==> src/rtl/timebase_pkg.sv <==
// Shared definitions for the timebase label overlay: character codes, label strings, glyph geometry.
// Latency: none (constants and types only).
// Backpressure: none.
package timebase_pkg;

    localparam int GLYPH_W    = 5;   // lit columns per character cell
    localparam int GLYPH_H    = 11;  // rows per glyph
    localparam int CELL_PITCH = 6;   // glyph columns plus one blank column
    localparam int NUM_CELLS  = 6;   // characters per label

    typedef enum logic [3:0] {
        CH_0     = 4'd0,
        CH_1     = 4'd1,
        CH_2     = 4'd2,
        CH_3     = 4'd3,
        CH_4     = 4'd4,
        CH_5     = 4'd5,
        CH_6     = 4'd6,
        CH_7     = 4'd7,
        CH_8     = 4'd8,
        CH_9     = 4'd9,
        CH_DOT   = 4'd10,
        CH_m     = 4'd11,
        CH_S     = 4'd12,
        CH_SPACE = 4'd13
    } char_code_t;

    // One row per timebase setting, slot 0 is the leftmost character.
    // Unused settings render as blanks.
    localparam logic [3:0] LABEL_TABLE [0:15][0:NUM_CELLS-1] = '{
        '{CH_0, CH_DOT, CH_1, CH_SPACE, CH_m, CH_S},      // "0.1 mS"
        '{CH_0, CH_DOT, CH_2, CH_SPACE, CH_m, CH_S},      // "0.2 mS"
        '{CH_0, CH_DOT, CH_5, CH_SPACE, CH_m, CH_S},      // "0.5 mS"
        '{CH_1, CH_DOT, CH_0, CH_SPACE, CH_m, CH_S},      // "1.0 mS"
        '{CH_2, CH_DOT, CH_0, CH_SPACE, CH_m, CH_S},      // "2.0 mS"
        '{CH_5, CH_DOT, CH_0, CH_SPACE, CH_m, CH_S},      // "5.0 mS"
        '{CH_1, CH_0, CH_SPACE, CH_m, CH_S, CH_SPACE},    // "10 mS "
        '{CH_5, CH_0, CH_SPACE, CH_m, CH_S, CH_SPACE},    // "50 mS "
        '{default: CH_SPACE},
        '{default: CH_SPACE},
        '{default: CH_SPACE},
        '{default: CH_SPACE},
        '{default: CH_SPACE},
        '{default: CH_SPACE},
        '{default: CH_SPACE},
        '{default: CH_SPACE}
    };

endpackage

==> src/rtl/timebase_label_renderer_if.sv <==
// Overlay bus between the VGA timing/front-panel logic and the timebase label renderer.
// Latency: n/a (wires only); PIXEL_ON trails the coordinates by two clocks inside the renderer.
// Backpressure: none, the pixel stream is free-running.
interface timebase_label_renderer_if #(
    parameter int COORD_W = 12
);
    logic [COORD_W-1:0] VGA_horzCoord;
    logic [COORD_W-1:0] VGA_vertCoord;
    logic               FRAME_START;
    logic               STEP_UP;
    logic               STEP_DOWN;
    logic [3:0]         SETTING;
    logic               PIXEL_ON;
    logic               HIGHLIGHT;

    modport master (
        output VGA_horzCoord, VGA_vertCoord, FRAME_START, STEP_UP, STEP_DOWN,
        input  SETTING, PIXEL_ON, HIGHLIGHT
    );

    modport slave (
        input  VGA_horzCoord, VGA_vertCoord, FRAME_START, STEP_UP, STEP_DOWN,
        output SETTING, PIXEL_ON, HIGHLIGHT
    );
endinterface

==> src/rtl/label_font_rom.sv <==
// 5x11 bitmap font for digits, '.', 'm', 'S' and space; returns one pixel.
// Latency: combinational.
// Backpressure: none.
module label_font_rom
    import timebase_pkg::*;
(
    input  logic [3:0] i_char_code,
    input  logic [3:0] i_row,
    input  logic [2:0] i_col,
    output logic       o_pixel
);

    // Bit 4 of each row is the leftmost column of the glyph.
    localparam logic [4:0] FONT [0:13][0:GLYPH_H-1] = '{
        '{5'b11111, 5'b10001, 5'b10001, 5'b10001, 5'b10001, 5'b10001, 5'b10001, 5'b10001, 5'b10001, 5'b10001, 5'b11111}, // 0
        '{5'b10000, 5'b10000, 5'b10000, 5'b10000, 5'b10000, 5'b10000, 5'b10000, 5'b10000, 5'b10000, 5'b10000, 5'b10000}, // 1
        '{5'b11111, 5'b00001, 5'b00001, 5'b00001, 5'b00001, 5'b11111, 5'b10000, 5'b10000, 5'b10000, 5'b10000, 5'b11111}, // 2
        '{5'b11111, 5'b00001, 5'b00001, 5'b00001, 5'b00001, 5'b11111, 5'b00001, 5'b00001, 5'b00001, 5'b00001, 5'b11111}, // 3
        '{5'b10001, 5'b10001, 5'b10001, 5'b10001, 5'b10001, 5'b11111, 5'b00001, 5'b00001, 5'b00001, 5'b00001, 5'b00001}, // 4
        '{5'b11111, 5'b10000, 5'b10000, 5'b10000, 5'b10000, 5'b11111, 5'b00001, 5'b00001, 5'b00001, 5'b00001, 5'b11111}, // 5
        '{5'b11111, 5'b10000, 5'b10000, 5'b10000, 5'b10000, 5'b11111, 5'b10001, 5'b10001, 5'b10001, 5'b10001, 5'b11111}, // 6
        '{5'b11111, 5'b00001, 5'b00001, 5'b00001, 5'b00001, 5'b00001, 5'b00001, 5'b00001, 5'b00001, 5'b00001, 5'b00001}, // 7
        '{5'b11111, 5'b10001, 5'b10001, 5'b10001, 5'b10001, 5'b11111, 5'b10001, 5'b10001, 5'b10001, 5'b10001, 5'b11111}, // 8
        '{5'b11111, 5'b10001, 5'b10001, 5'b10001, 5'b10001, 5'b11111, 5'b00001, 5'b00001, 5'b00001, 5'b00001, 5'b11111}, // 9
        '{5'b00000, 5'b00000, 5'b00000, 5'b00000, 5'b00000, 5'b00000, 5'b00000, 5'b00000, 5'b00000, 5'b01100, 5'b01100}, // .
        '{5'b00000, 5'b00000, 5'b00000, 5'b00000, 5'b11110, 5'b10101, 5'b10101, 5'b10101, 5'b10101, 5'b10101, 5'b10101}, // m
        '{5'b01111, 5'b10000, 5'b10000, 5'b10000, 5'b10000, 5'b01110, 5'b00001, 5'b00001, 5'b00001, 5'b00001, 5'b11110}, // S
        '{5'b00000, 5'b00000, 5'b00000, 5'b00000, 5'b00000, 5'b00000, 5'b00000, 5'b00000, 5'b00000, 5'b00000, 5'b00000}  // space
    };

    logic [4:0] w_bits;

    // Fetch the glyph row; unknown codes and rows below the glyph are blank.
    always_comb begin
        w_bits = 5'b00000;
        if ((i_char_code <= CH_SPACE) && (i_row < 4'(GLYPH_H))) begin
            w_bits = FONT[i_char_code][i_row];
        end
    end

    assign o_pixel = (i_col < 3'(GLYPH_W)) ? w_bits[3'(GLYPH_W - 1) - i_col] : 1'b0;

endmodule

==> src/rtl/timebase_label_renderer.sv <==
// Holds the timebase setting and renders its label as a glyph overlay at (X0,Y0), scaled by SCALE.
// Latency: PIXEL_ON is exactly 2 CLK after the coordinates; SETTING/HIGHLIGHT update on FRAME_START.
// Backpressure: none, one pixel accepted every clock.
module timebase_label_renderer
    import timebase_pkg::*;
#(
    parameter int X0            = 243,
    parameter int Y0            = 940,
    parameter int SCALE         = 1,
    parameter int NUM_SETTINGS  = 8,
    parameter int RESET_SETTING = 0,
    parameter int FLASH_FRAMES  = 30,
    parameter int COORD_W       = 12
)(
    input  logic                       CLK,
    input  logic                       RESETn,
    timebase_label_renderer_if.slave   bus
);

    localparam int SH    = (SCALE == 4) ? 2 : ((SCALE == 2) ? 1 : 0);
    localparam int REG_W = NUM_CELLS * CELL_PITCH * SCALE;
    localparam int REG_H = GLYPH_H * SCALE;
    localparam int FW    = (FLASH_FRAMES < 1) ? 1 : $clog2(FLASH_FRAMES + 1);

    localparam logic [3:0]    MAX_IDX    = 4'(NUM_SETTINGS - 1);
    localparam logic [3:0]    RST_IDX    = 4'(RESET_SETTING);
    localparam logic [FW-1:0] FLASH_LOAD = FW'(FLASH_FRAMES);

    // Scale must be a power of two so the coordinate divide reduces to a shift.
    if (!((SCALE == 1) || (SCALE == 2) || (SCALE == 4))) begin : g_bad_scale
        $error("timebase_label_renderer: SCALE must be 1, 2 or 4");
    end
    if ((NUM_SETTINGS < 1) || (NUM_SETTINGS > 16)) begin : g_bad_num
        $error("timebase_label_renderer: NUM_SETTINGS must be 1..16");
    end
    if ((RESET_SETTING < 0) || (RESET_SETTING >= NUM_SETTINGS)) begin : g_bad_rst
        $error("timebase_label_renderer: RESET_SETTING out of range");
    end

    logic [3:0]         r_pending;
    logic [3:0]         r_displayed;
    logic [FW-1:0]      r_flash;

    logic [COORD_W-1:0] w_x;
    logic [COORD_W-1:0] w_y;
    logic [31:0]        w_dx;
    logic [31:0]        w_dy;
    logic               w_in_region;
    logic [5:0]         w_u;
    logic [2:0]         w_slot;
    logic [2:0]         w_col;
    logic [3:0]         w_row;

    logic               r_s1_in;
    logic [2:0]         r_s1_slot;
    logic [2:0]         r_s1_col;
    logic [3:0]         r_s1_row;

    logic [3:0]         w_char;
    logic               w_font_bit;
    logic               r_pixel;

    assign w_x = bus.VGA_horzCoord;
    assign w_y = bus.VGA_vertCoord;

    // Step the pending setting on front-panel pulses; saturate at both ends, ignore simultaneous pulses.
    always_ff @(posedge CLK or negedge RESETn) begin
        if (!RESETn) begin
            r_pending <= RST_IDX;
        end else if (bus.STEP_UP && !bus.STEP_DOWN) begin
            if (r_pending != MAX_IDX) r_pending <= r_pending + 4'd1;
        end else if (bus.STEP_DOWN && !bus.STEP_UP) begin
            if (r_pending != 4'd0) r_pending <= r_pending - 4'd1;
        end
    end

    // On each frame boundary show the pending setting; a change restarts the flash, otherwise it winds down.
    always_ff @(posedge CLK or negedge RESETn) begin
        if (!RESETn) begin
            r_displayed <= RST_IDX;
            r_flash     <= '0;
        end else if (bus.FRAME_START) begin
            r_displayed <= r_pending;
            if (r_pending != r_displayed) begin
                r_flash <= FLASH_LOAD;
            end else if (r_flash != '0) begin
                r_flash <= r_flash - FW'(1);
            end
        end
    end

    // Region test is done at 32 bits so coordinates near the bus maximum never wrap into the label.
    assign w_in_region = (32'(w_x) >= 32'(X0)) && (32'(w_x) < 32'(X0 + REG_W)) &&
                         (32'(w_y) >= 32'(Y0)) && (32'(w_y) < 32'(Y0 + REG_H));
    assign w_dx = 32'(w_x) - 32'(X0);
    assign w_dy = 32'(w_y) - 32'(Y0);

    // Unscale the offset, then split into character slot, column within the cell and glyph row.
    always_comb begin
        w_u    = 6'(w_dx >> SH);
        w_slot = '0;
        w_col  = '0;
        w_row  = '0;
        if (w_in_region) begin
            w_slot = 3'(w_u / 6'd6);
            w_col  = 3'(w_u % 6'd6);
            w_row  = 4'(w_dy >> SH);
        end
    end

    // Stage 1: register the decoded cell position.
    always_ff @(posedge CLK or negedge RESETn) begin
        if (!RESETn) begin
            r_s1_in   <= 1'b0;
            r_s1_slot <= '0;
            r_s1_col  <= '0;
            r_s1_row  <= '0;
        end else begin
            r_s1_in   <= w_in_region;
            r_s1_slot <= w_slot;
            r_s1_col  <= w_col;
            r_s1_row  <= w_row;
        end
    end

    // Look up the character for this slot from the label currently on screen.
    always_comb begin
        w_char = CH_SPACE;
        if (r_s1_slot < 3'(NUM_CELLS)) begin
            w_char = LABEL_TABLE[r_displayed][r_s1_slot];
        end
    end

    label_font_rom u_font (
        .i_char_code (w_char),
        .i_row       (r_s1_row),
        .i_col       (r_s1_col),
        .o_pixel     (w_font_bit)
    );

    // Stage 2: register the glyph pixel; the blank sixth column of each cell stays dark.
    always_ff @(posedge CLK or negedge RESETn) begin
        if (!RESETn) begin
            r_pixel <= 1'b0;
        end else begin
            r_pixel <= r_s1_in && (r_s1_col < 3'(GLYPH_W)) && w_font_bit;
        end
    end

    assign bus.SETTING   = r_displayed;
    assign bus.PIXEL_ON  = r_pixel;
    assign bus.HIGHLIGHT = (r_flash != '0);

endmodule
==> src/flat_wrapper.sv <==
// flat-port wrapper written by rule: the top's interface ports become plain ports
module timebase_label_renderer_flat import timebase_pkg::*;
#(
    parameter int X0            = 243,
    parameter int Y0            = 940,
    parameter int SCALE         = 1,
    parameter int NUM_SETTINGS  = 8,
    parameter int RESET_SETTING = 0,
    parameter int FLASH_FRAMES  = 30,
    parameter int COORD_W       = 12
)
  (CLK, RESETn, bus_VGA_horzCoord, bus_VGA_vertCoord, bus_FRAME_START, bus_STEP_UP, bus_STEP_DOWN, bus_SETTING, bus_PIXEL_ON, bus_HIGHLIGHT);
  timebase_label_renderer_if #(.COORD_W(COORD_W)) bus_i ();
  input  logic CLK;
  input  logic RESETn;
  input wire logic [$bits(bus_i.VGA_horzCoord)-1:0] bus_VGA_horzCoord;
  input wire logic [$bits(bus_i.VGA_vertCoord)-1:0] bus_VGA_vertCoord;
  input wire logic [$bits(bus_i.FRAME_START)-1:0] bus_FRAME_START;
  input wire logic [$bits(bus_i.STEP_UP)-1:0] bus_STEP_UP;
  input wire logic [$bits(bus_i.STEP_DOWN)-1:0] bus_STEP_DOWN;
  output wire logic [$bits(bus_i.SETTING)-1:0] bus_SETTING;
  output wire logic [$bits(bus_i.PIXEL_ON)-1:0] bus_PIXEL_ON;
  output wire logic [$bits(bus_i.HIGHLIGHT)-1:0] bus_HIGHLIGHT;
  assign bus_i.VGA_horzCoord = bus_VGA_horzCoord;
  assign bus_i.VGA_vertCoord = bus_VGA_vertCoord;
  assign bus_i.FRAME_START = bus_FRAME_START;
  assign bus_i.STEP_UP = bus_STEP_UP;
  assign bus_i.STEP_DOWN = bus_STEP_DOWN;
  assign bus_SETTING = bus_i.SETTING;
  assign bus_PIXEL_ON = bus_i.PIXEL_ON;
  assign bus_HIGHLIGHT = bus_i.HIGHLIGHT;
  timebase_label_renderer #(.X0(X0), .Y0(Y0), .SCALE(SCALE), .NUM_SETTINGS(NUM_SETTINGS), .RESET_SETTING(RESET_SETTING), .FLASH_FRAMES(FLASH_FRAMES), .COORD_W(COORD_W)) u_core (.CLK(CLK), .RESETn(RESETn), .bus(bus_i));
endmodule
==> config.mk <==
export PLATFORM = sky130hd
export DESIGN_NAME = timebase_label_renderer_flat
export DESIGN_NICKNAME = d
export VERILOG_FILES = /design/src/rtl/timebase_pkg.sv /design/src/rtl/timebase_label_renderer_if.sv /design/src/rtl/label_font_rom.sv /design/src/rtl/timebase_label_renderer.sv /design/src/flat_wrapper.sv
export SDC_FILE = /design/constraint.sdc
export NUM_CORES = 1
export LEC_CHECK = 0
export ABC_CLOCK_PERIOD_IN_PS = 4400
export BUFFER_PORTS_ARGS = -buffer_cell sky130_fd_sc_hd__buf_2
export CORE_MARGIN = 5
export CORE_UTILIZATION = 50
export DETAILED_ROUTE_END_ITERATION = 6
export GPL_ROUTABILITY_DRIVEN = 0
export PLACE_DENSITY = 0.77
export SLEW_MARGIN = 0
export SYNTH_ARGS = -nofsm -noshare
export SYNTH_HDL_FRONTEND = slang
export SYNTH_HIERARCHICAL = 1
export SYNTH_SLANG_ARGS = --single-unit
==> constraint.sdc <==
create_clock -name CLK -period 4.4 [get_ports CLK]
set_clock_uncertainty 0.05 [all_clocks]
set_input_delay 0.88 -clock CLK [delete_from_list [all_inputs] [get_ports CLK]]
set_output_delay 0.88 -clock CLK [all_outputs]
set_load 0.01 [all_outputs]
==> results of run 1 <==
per-stage QoR:
stage	cell area [um^2]	hold WS, ns	power [mW]
2_1_floorplan	2960	0.401	1.13
3_3_place_gp	3070	0.434	1.26
3_5_place_dp	3070	0.434	1.29
4_1_cts	3120	0.453	1.42
5_1_grt	3120	0.489	1.57
6_report	3120	0.457	1.44
cell families (layout without fill, tap and decap cells):
kind of cell    after synthesis  after routing  share of synthesized area, %
flops                        25             25                          21.1
buf+inv                      48             59                          8.15
xor+xnor                     17             17                          5.02
fa+ha+maj                    18             18                          7.85
simple gates                152            152                          27.0
compound gates              117            117                          27.2
mux                           9              9                          3.67
final cells by class:
class | count | area, um^2
clock inverters | 1 | 5.00
multi-input cells | 313 | 2100
repair buffers | 36 | 185
inverters | 19 | 71.3
well taps | 75 | 93.8
clock buffers | 3 | 41.3
flip-flops and latches | 25 | 626
fillers | 547 | 2730
cell usage after synthesis (7+ instances only):
cell type and count:
nor3_1 13, nand2_1 28, nor2_1 35, dfrtp_1 25, nor2b_1 7, nand3_1 18
ha_1 17, nand2b_1 15, o211ai_1 8, inv_1 17, a21oi_1 27, o21ai_0 23
xor2_1 8, clkbuf_1 7, xnor2_1 9, buf_2 10
worst reg2reg max path, cell delays in order, from the launching register on:
cell	delay [ns]
dfrtp_1	0.59
nand2_1	0.15
xnor2_1	0.16
a21oi_1	0.05
o21ai_0	0.16
o21a_1	0.44
inv_1	0.16
ha_1	0.38
o311a_1	0.37
a221oi_1	0.27
o2111ai_1	0.16
o221ai_1	0.12
and4bb_1	0.23
and3_1	0.15
metal layers:
layer  track usage, %  part of all wire (%)  vias up
met2             31.9                    47      141
met5                0                     0        -
met1             27.6                    45     1353
met4             7.08                   1.4        0
li1                 -                     -     1446
met3             1.42                   6.8        8
power by group through the flow:
stage	Clock [mW]	Sequential [mW]	Combinational [mW]
2_1_floorplan	0	0.346	0.783
3_3_place_gp	0	0.378	0.882
3_5_place_dp	0	0.383	0.903
4_1_cts	0.136	0.377	0.908
5_1_grt	0.145	0.394	1.03
6_report	0.131	0.378	0.927
worst max-delay path by stage:
stage / cells past startpoint / end / slack, ns
after floorplan: 15 / u_core/bus.PIXEL_ON / 1.00
after global placement: 6 / u_core/r_s1_col[2] / 1.05
after detailed placement: 13 / u_core/bus.PIXEL_ON / 1.02
after CTS: 13 / u_core/bus.PIXEL_ON / 0.98
after global routing: 13 / u_core/bus.PIXEL_ON / 0.66
final: 13 / u_core/bus.PIXEL_ON / 0.90
registers in the layout, summed over array words and instances, names as in the netlist:
register	count
u_core/r_flash	5
u_core/bus.SETTING	4
u_core/r_pending	4
u_core/r_s1_row	4
u_core/r_s1_col	3
u_core/r_s1_slot	3
u_core/bus.PIXEL_ON	1
u_core/r_s1_in	1
==> results.toml, run 1 <==
[run_status]
status = "complete, no violations"

[yosys]
yosys-top-cells-area = "dfrtp_1 21%, ha_1 7.2%, a21oi_1 4.6%"
yosysWarnings = 6
synthArstFlopShare_pct = 100
avgSynthCellArea_um2 = 7.68
ys_ff_latch = 25
synth_seq_area_share_pct = 21.1
syn_nets = 433
synth-main-ff-cell = "dfrtp_1"
synthCells = 386
synth_top_area_cell = "dfrtp_1"
yosysTopAreaCellShare_pct = 21.1
synth_area_um2 = 2960
synth_cell_types = 73
synth_edf_count = 0

[critical_path]
critPathKind = "reg2reg"
crit_buf_inv = 1
reg2reg_depth = 13
path_cells = "nand2_1 > xnor2_1 > a21oi_1 > o21ai_0 > o21a_1 > inv_1 > ha_1 > o311a_1 > a221oi_1 > o2111ai_1 > o221ai_1 > and4bb_1 > and3_1"
worstPathRequired_ns = 4.55
arrival_ns = 3.65
crit_fanout = 14
startpoint = "u_core/bus.SETTING[2]"
end_kind = "register"
cp_slowest_cell = "dfrtp_1"
cp_slowest_stage_delay_ns = 0.59
rr_endpoint = "u_core/bus.PIXEL_ON"
crit_family = "compound AO/OA/AOI/OAI gates"
ff2ff_setup_slack_ns = 0.90
r2r_start = "u_core/bus.SETTING[2]"
start_kind = "register"

[floorplan]
core_um2 = 5850
die-area_um2 = 7570
rows = 28
initial_core_util_pct = 50.7
ios = 35
fp.dieH_um = 87.0
die_x_um = 87.0

[global_routing]
antenna_found_initial = 0
overflow = 0
grt_pass1_vias = 2751
grt_max_degree = 33
grt_usage_pct = 19.8
grt_pass1_wl_um = 12500

[route]
antenna_left = 0
viasPerCell = 6.25
routed-via-count = 2948
drt-pass1-iter-count = 6
drtIter0Drc = 202
routedWlPerCell_um = 15.0
drt_wl_total_um = 7100
drc = 0

[timing]
period_minus_slack_ns = 3.50
finalSetupTns_ns = 0
hold_viol = 0
finalSetupViolCount = 0
worst_pin_slew_ns = 0.834
max_freq_mhz = 286
period_share_pct = 79.5
slew_headroom_pct = 44.4
worst_slack_ns = 0.902
report.final.slew_viol_count = 0
rsz0062_at_grt = "no"

[layout]
final_common_cell = "nor2_1"
diodes = 0
instances_no_fill = 472
area_growth_pct = 5.23
fin_util_pct = 53.3
layout_common_cells = "35 x nor2_1, 34 x buf_2, 28 x nand2_1, 27 x a21oi_1, 25 x dfrtp_1"
drive_above_1_share_pct = 13.9
nets = 445

[clocking]
post_cts_buffers = 0
cts.sinks = 25
insertion_delay_ns = 0.26
cts.repair.resized = 0
clockBufferDepth = 2
h-tree-depth = 1
cts-hold-fix-buffers = 0
numCtsBuffers = 3
root_buffer = "clkbuf_8"
cts_tree = "built"
path_clk_slew_ns = 0.08

[job]
cap_violations = 0

[placed_design]
hpwl_um = 5140
dp_cells = 468
dp_slack_ns = 1.02
numPortBuffers = 34

[power]
ir_drop_mv = 0.226
p_leak_nw = 1.29
p_sw_uw = 693
switching_share_pct = 48.3
p_int_uw = 743
combPwrFrac_pct = 64.5
powerDensity_nw_per_um2 = 460
clockPowerShare_pct = 9.1
p_seq_share_pct = 26.3

[min_path]
whs_endpoint = "u_core/bus.PIXEL_ON"
min-delay-start = "u_core/r_s1_in"
hold_path.class = "reg2reg"
whs_path_depth = 1
Note: power is estimated with default switching activity, not from simulation.
==> run 2, diff against run 1 <==
ABC_CLOCK_PERIOD_IN_PS = 3300   (was 4400)
clock period = 3.3 ns   (was 4.4 ns; I/O delays follow)
==> results.toml, run 2 (synthesized netlist as in run 1, its figures left out) <==
[run_status]
status = "complete, no violations"

[timing]
period_share_pct = 92.5
whs_ns = 0.308
report.final.slew_viol_count = 0
worst_slack_ns = 0.249
period_minus_slack_ns = 3.05
finalSetupTns_ns = 0
rsz0062_at_grt = "no"
max_freq_mhz = 328
finalSetupViolCount = 0
worst_pin_slew_ns = 0.859
hold_viol = 0
slew_headroom_pct = 42.0

[route]
routed-via-count = 2986
antenna_left = 0
drt-pass1-iter-count = 5
drc = 0
viasPerCell = 6.22
drtIter0Drc = 194
drt_wl_total_um = 7130
routedWlPerCell_um = 14.8

[critical_path]
cp_slowest_cell = "mux4_2"
end_kind = "register"
cp_slowest_stage_delay_ns = 0.47
start_kind = "register"
worstPathRequired_ns = 3.45
crit_family = "compound AO/OA/AOI/OAI gates"
arrival_ns = 3.20
crit_fanout = 9
path_cells = "o311ai_0 > o21ai_0 > a21oi_1 > a31oi_1 > nor2_2 > inv_1 > ha_1 > mux4_2 > nor3_2 > o21ai_1 > a41oi_1 > nor3_1 > and4bb_1 > and3_1"
crit_buf_inv = 1
critPathKind = "reg2reg"

[global_routing]
overflow = 0
grt_usage_pct = 19.6
grt_pass1_wl_um = 12500
grt_max_degree = 33
grt_pass1_vias = 2822
antenna_found_initial = 0

[placed_design]
numPortBuffers = 34
dp_slack_ns = 0.115
dp_cells = 473
hpwl_um = 5380

[floorplan]
die_x_um = 87.0
die-area_um2 = 7570
initial_core_util_pct = 50.7
fp.dieH_um = 87.0
core_um2 = 5850
ios = 35
rows = 28

[layout]
layout_common_cells = "34 x buf_2, 34 x nor2_1, 28 x nand2_1, 27 x a21oi_1, 23 x o21ai_0"
largest_register_ffs = 5
regMostFlops = "u_core/r_flash"
instances_no_fill = 480
drive_above_1_share_pct = 17.3
fill_cells = 540
area_growth_pct = 7.77
nets = 453
diodes = 0

[clocking]
clockBufferDepth = 2
h-tree-depth = 1
cts-hold-fix-buffers = 0
insertion_delay_ns = 0.26
path_clk_slew_ns = 0.09
numCtsBuffers = 3
root_buffer = "clkbuf_8"
cts.sinks = 25
cts_tree = "built"

[power]
p_sw_uw = 949
switching_share_pct = 47.1
powerDensity_nw_per_um2 = 630
clockPowerShare_pct = 8.8
p_leak_nw = 1.33
combPwrFrac_pct = 66.7
power_mw = 2.01
p_seq_share_pct = 24.5
p_int_mw = 1.06
ir_drop_mv = 0.374

[min_path]
hold_path.class = "in2async"

[job]
cap_violations = 0
[run 2: layout make-up]
| cell class | count | area [um^2] | share of cell area [%] |
|---|---|---|---|
| flip-flops and latches | 25 | 629 | 19.7 |
| inverters | 19 | 71.3 | 2.23 |
| repair buffers | 44 | 245 | 7.68 |
| multi-input cells | 313 | 2110 | 66.0 |
| clock inverters | 1 | 5.00 | 0.157 |
| clock buffers | 3 | 41.3 | 1.29 |
| well taps | 75 | 93.8 | 2.94 |
[run 2: power by group through the flow]
stage | Combinational (mW) | Sequential [mW] | Clock (mW)
after detailed placement | 1.28 | 0.503 | 0
after global placement | 1.24 | 0.495 | 0
after CTS | 1.29 | 0.497 | 0.181
final | 1.34 | 0.493 | 0.176
after global routing | 1.50 | 0.512 | 0.192
after floorplan | 1.05 | 0.462 | 0
[run 2: per-stage QoR]
step	utilization [%]	area [um^2]
after CTS	54.0	3160
after global placement	53.2	3110
final	54.6	3190
after detailed placement	53.2	3110
after floorplan	-	2970
after global routing	54.6	3190
[run 2: final timing paths]
| path | cells past startpoint | slack, ns | end | from |
|---|---|---|---|---|
| min reg2reg | 1 | 0.44 | u_core/bus.PIXEL_ON | u_core/r_s1_in |
| max reg2reg | 14 | 0.25 | u_core/bus.PIXEL_ON | u_core/bus.SETTING[1] |
| min in group CLK | 1 | 0.44 | u_core/bus.PIXEL_ON | u_core/r_s1_in |
| max | 14 | 0.25 | u_core/bus.PIXEL_ON | u_core/bus.SETTING[1] |
| min | 1 | 0.31 | u_core/r_pending[1] | RESETn |
| max in group asynchronous | 1 | 2.50 | u_core/r_s1_slot[1] | RESETn |
[run 2: what timing repair did]
item | 4_1_cts | 5_1_grt
setup endpoints to repair | 0 | 1
setup buffers | 0 | 3
endpoints found under the hold margin | 0 | 0
gates resized for setup | 0 | 6
[run 2: routing by layer]
layer	vias to the layer above	routed length, um	global-route usage (%)
li1	1460	-	-
met1	1383	3170	26.5
met2	129	3300	32.2
met3	14	503	1.89
met4	0	146	7.93
met5	-	0	0
==> run 3, diff against run 2 <==
CORE_ASPECT_RATIO = 0.9   (was default)
==> results.toml, run 3 (synthesized netlist as in run 1, its figures left out) <==
[global_routing]
grt_pass1_wl_um = 12500
grt_max_degree = 33
grt_pass1_vias = 2736
grt_usage_pct = 18.9
antenna_found_initial = 0
overflow = 0

[critical_path]
arrival_ns = 3.20
cp_slowest_stage_delay_ns = 0.47
start_kind = "register"
crit_family = "simple AND/OR/NAND/NOR gates"
path_cells = "nand3_1 > o311ai_0 > o21ai_1 > a21oi_1 > a31oi_1 > nor2_2 > inv_1 > ha_1 > or3b_2 > nand2_1 > o32a_1 > nand3_1 > nor3_1 > and4bb_1 > and3_1"
crit_buf_inv = 1
end_kind = "register"
worstPathRequired_ns = 3.40
critPathMostFrequentCell = "nand3_1"
cp_slowest_cell = "dfrtp_2"
crit_fanout = 8
critPathKind = "reg2reg"
ff2ff_setup_slack_ns = 0.21

[layout]
regMostFlops = "u_core/r_flash"
nets = 455
area_growth_pct = 7.85
diodes = 0
drive_above_1_share_pct = 17.4
fin_util_pct = 55.8
layout_common_cells = "34 x buf_2, 34 x nor2_1, 28 x nand2_1, 27 x a21oi_1, 22 x o21ai_0"
fill_cells = 528
multi_input_area_um2 = 2100
largest_register_ffs = 5
regArea_um2 = 631

[power]
p_leak_nw = 1.34
powerDensity_nw_per_um2 = 637
ir_drop_mv = 0.421

[floorplan]
initial_core_util_pct = 51.8
die-area_um2 = 7570
core_um2 = 5730
ios = 35
die_x_um = 91.2
rows = 26
fp.dieH_um = 83.0

[timing]
report.final.slew_viol_count = 0
slew_headroom_pct = 42.4
period_minus_slack_ns = 3.09
period_share_pct = 93.7
finalSetupTns_ns = 0
rsz0062_at_grt = "no"
worst_pin_slew_ns = 0.853
hold_viol = 0
max_freq_mhz = 323
finalSetupViolCount = 0

[clocking]
cts-hold-fix-buffers = 0
root_buffer = "clkbuf_8"
cts_tree = "built"
path_clk_slew_ns = 0.09
insertion_delay_ns = 0.27
cts.sinks = 25
h-tree-depth = 1
clockBufferDepth = 2
numCtsBuffers = 3

[route]
routed-via-count = 3001
drc = 0
viasPerCell = 6.29
drtIter0Drc = 164
drt-pass1-iter-count = 5
routedWlPerCell_um = 15.5
antenna_left = 0
drt_wl_total_um = 7410

[job]
cap_violations = 0

[placed_design]
hpwl_um = 5410
numPortBuffers = 34

[run_status]
status = "complete, no violations"

[min_path]
hold_path.class = "in2async"
==> run 3: cell type report <==
type,instances,share of cell area (%)
tap,70,2.74
multi-input combinational,313,65.7
clock buffer,3,1.29
sequential,25,19.7
clock inverter,1,0.157
timing repair buffer,46,8.14
inverter,19,2.23
==> run 3: what timing repair did <==
action                     CTS  global route
setup endpoints to repair    0             1
setup buffers                0             6
resized for setup            0             6
==> run 3: routing by layer <==
| metal | GRT usage (%) | up-vias | routed length [um] |
|---|---|---|---|
| met1 | 26.4 | 1381 | 3260 |
| met5 | 0 | - | 0 |
| met3 | 2.08 | 10 | 569 |
| met4 | 6.40 | 0 | 116 |
| li1 | - | 1466 | - |
| met2 | 30.1 | 144 | 3470 |
==> run 3: final timing paths <==
check                                    start                  end  cells past startpoint
max                        u_core/r_s1_slot[1]  u_core/bus.PIXEL_ON                     15
min                                     RESETn  u_core/r_pending[0]                      1
max reg2reg                u_core/r_s1_slot[1]  u_core/bus.PIXEL_ON                     15
min reg2reg                     u_core/r_s1_in  u_core/bus.PIXEL_ON                      1
max in group asynchronous               RESETn  u_core/r_s1_slot[1]                      1
min in group CLK                u_core/r_s1_in  u_core/bus.PIXEL_ON                      1
==> run 3: per-stage QoR <==
stage          hold WS (ns)  instances  power (mW)  instance area [um^2]  setup slack, ns
4_1_cts               0.330        471        1.97                  3150           0.0998
2_1_floorplan         0.314        386        1.51                  2970           0.0756
5_1_grt               0.348        477        2.20                  3200          0.00177
6_report              0.312        477        2.04                  3200            0.209
3_5_place_dp          0.422        467        1.78                  3100            0.144
3_3_place_gp          0.414        467        1.73                  3100            0.258
==> run 3: power breakdown <==
part / internal (mW) / total (mW) / switching [mW]
Combinational: 0.603 / 1.35 / 0.750
Sequential: 0.376 / 0.504 / 0.129
Clock: 0.0843 / 0.177 / 0.0927
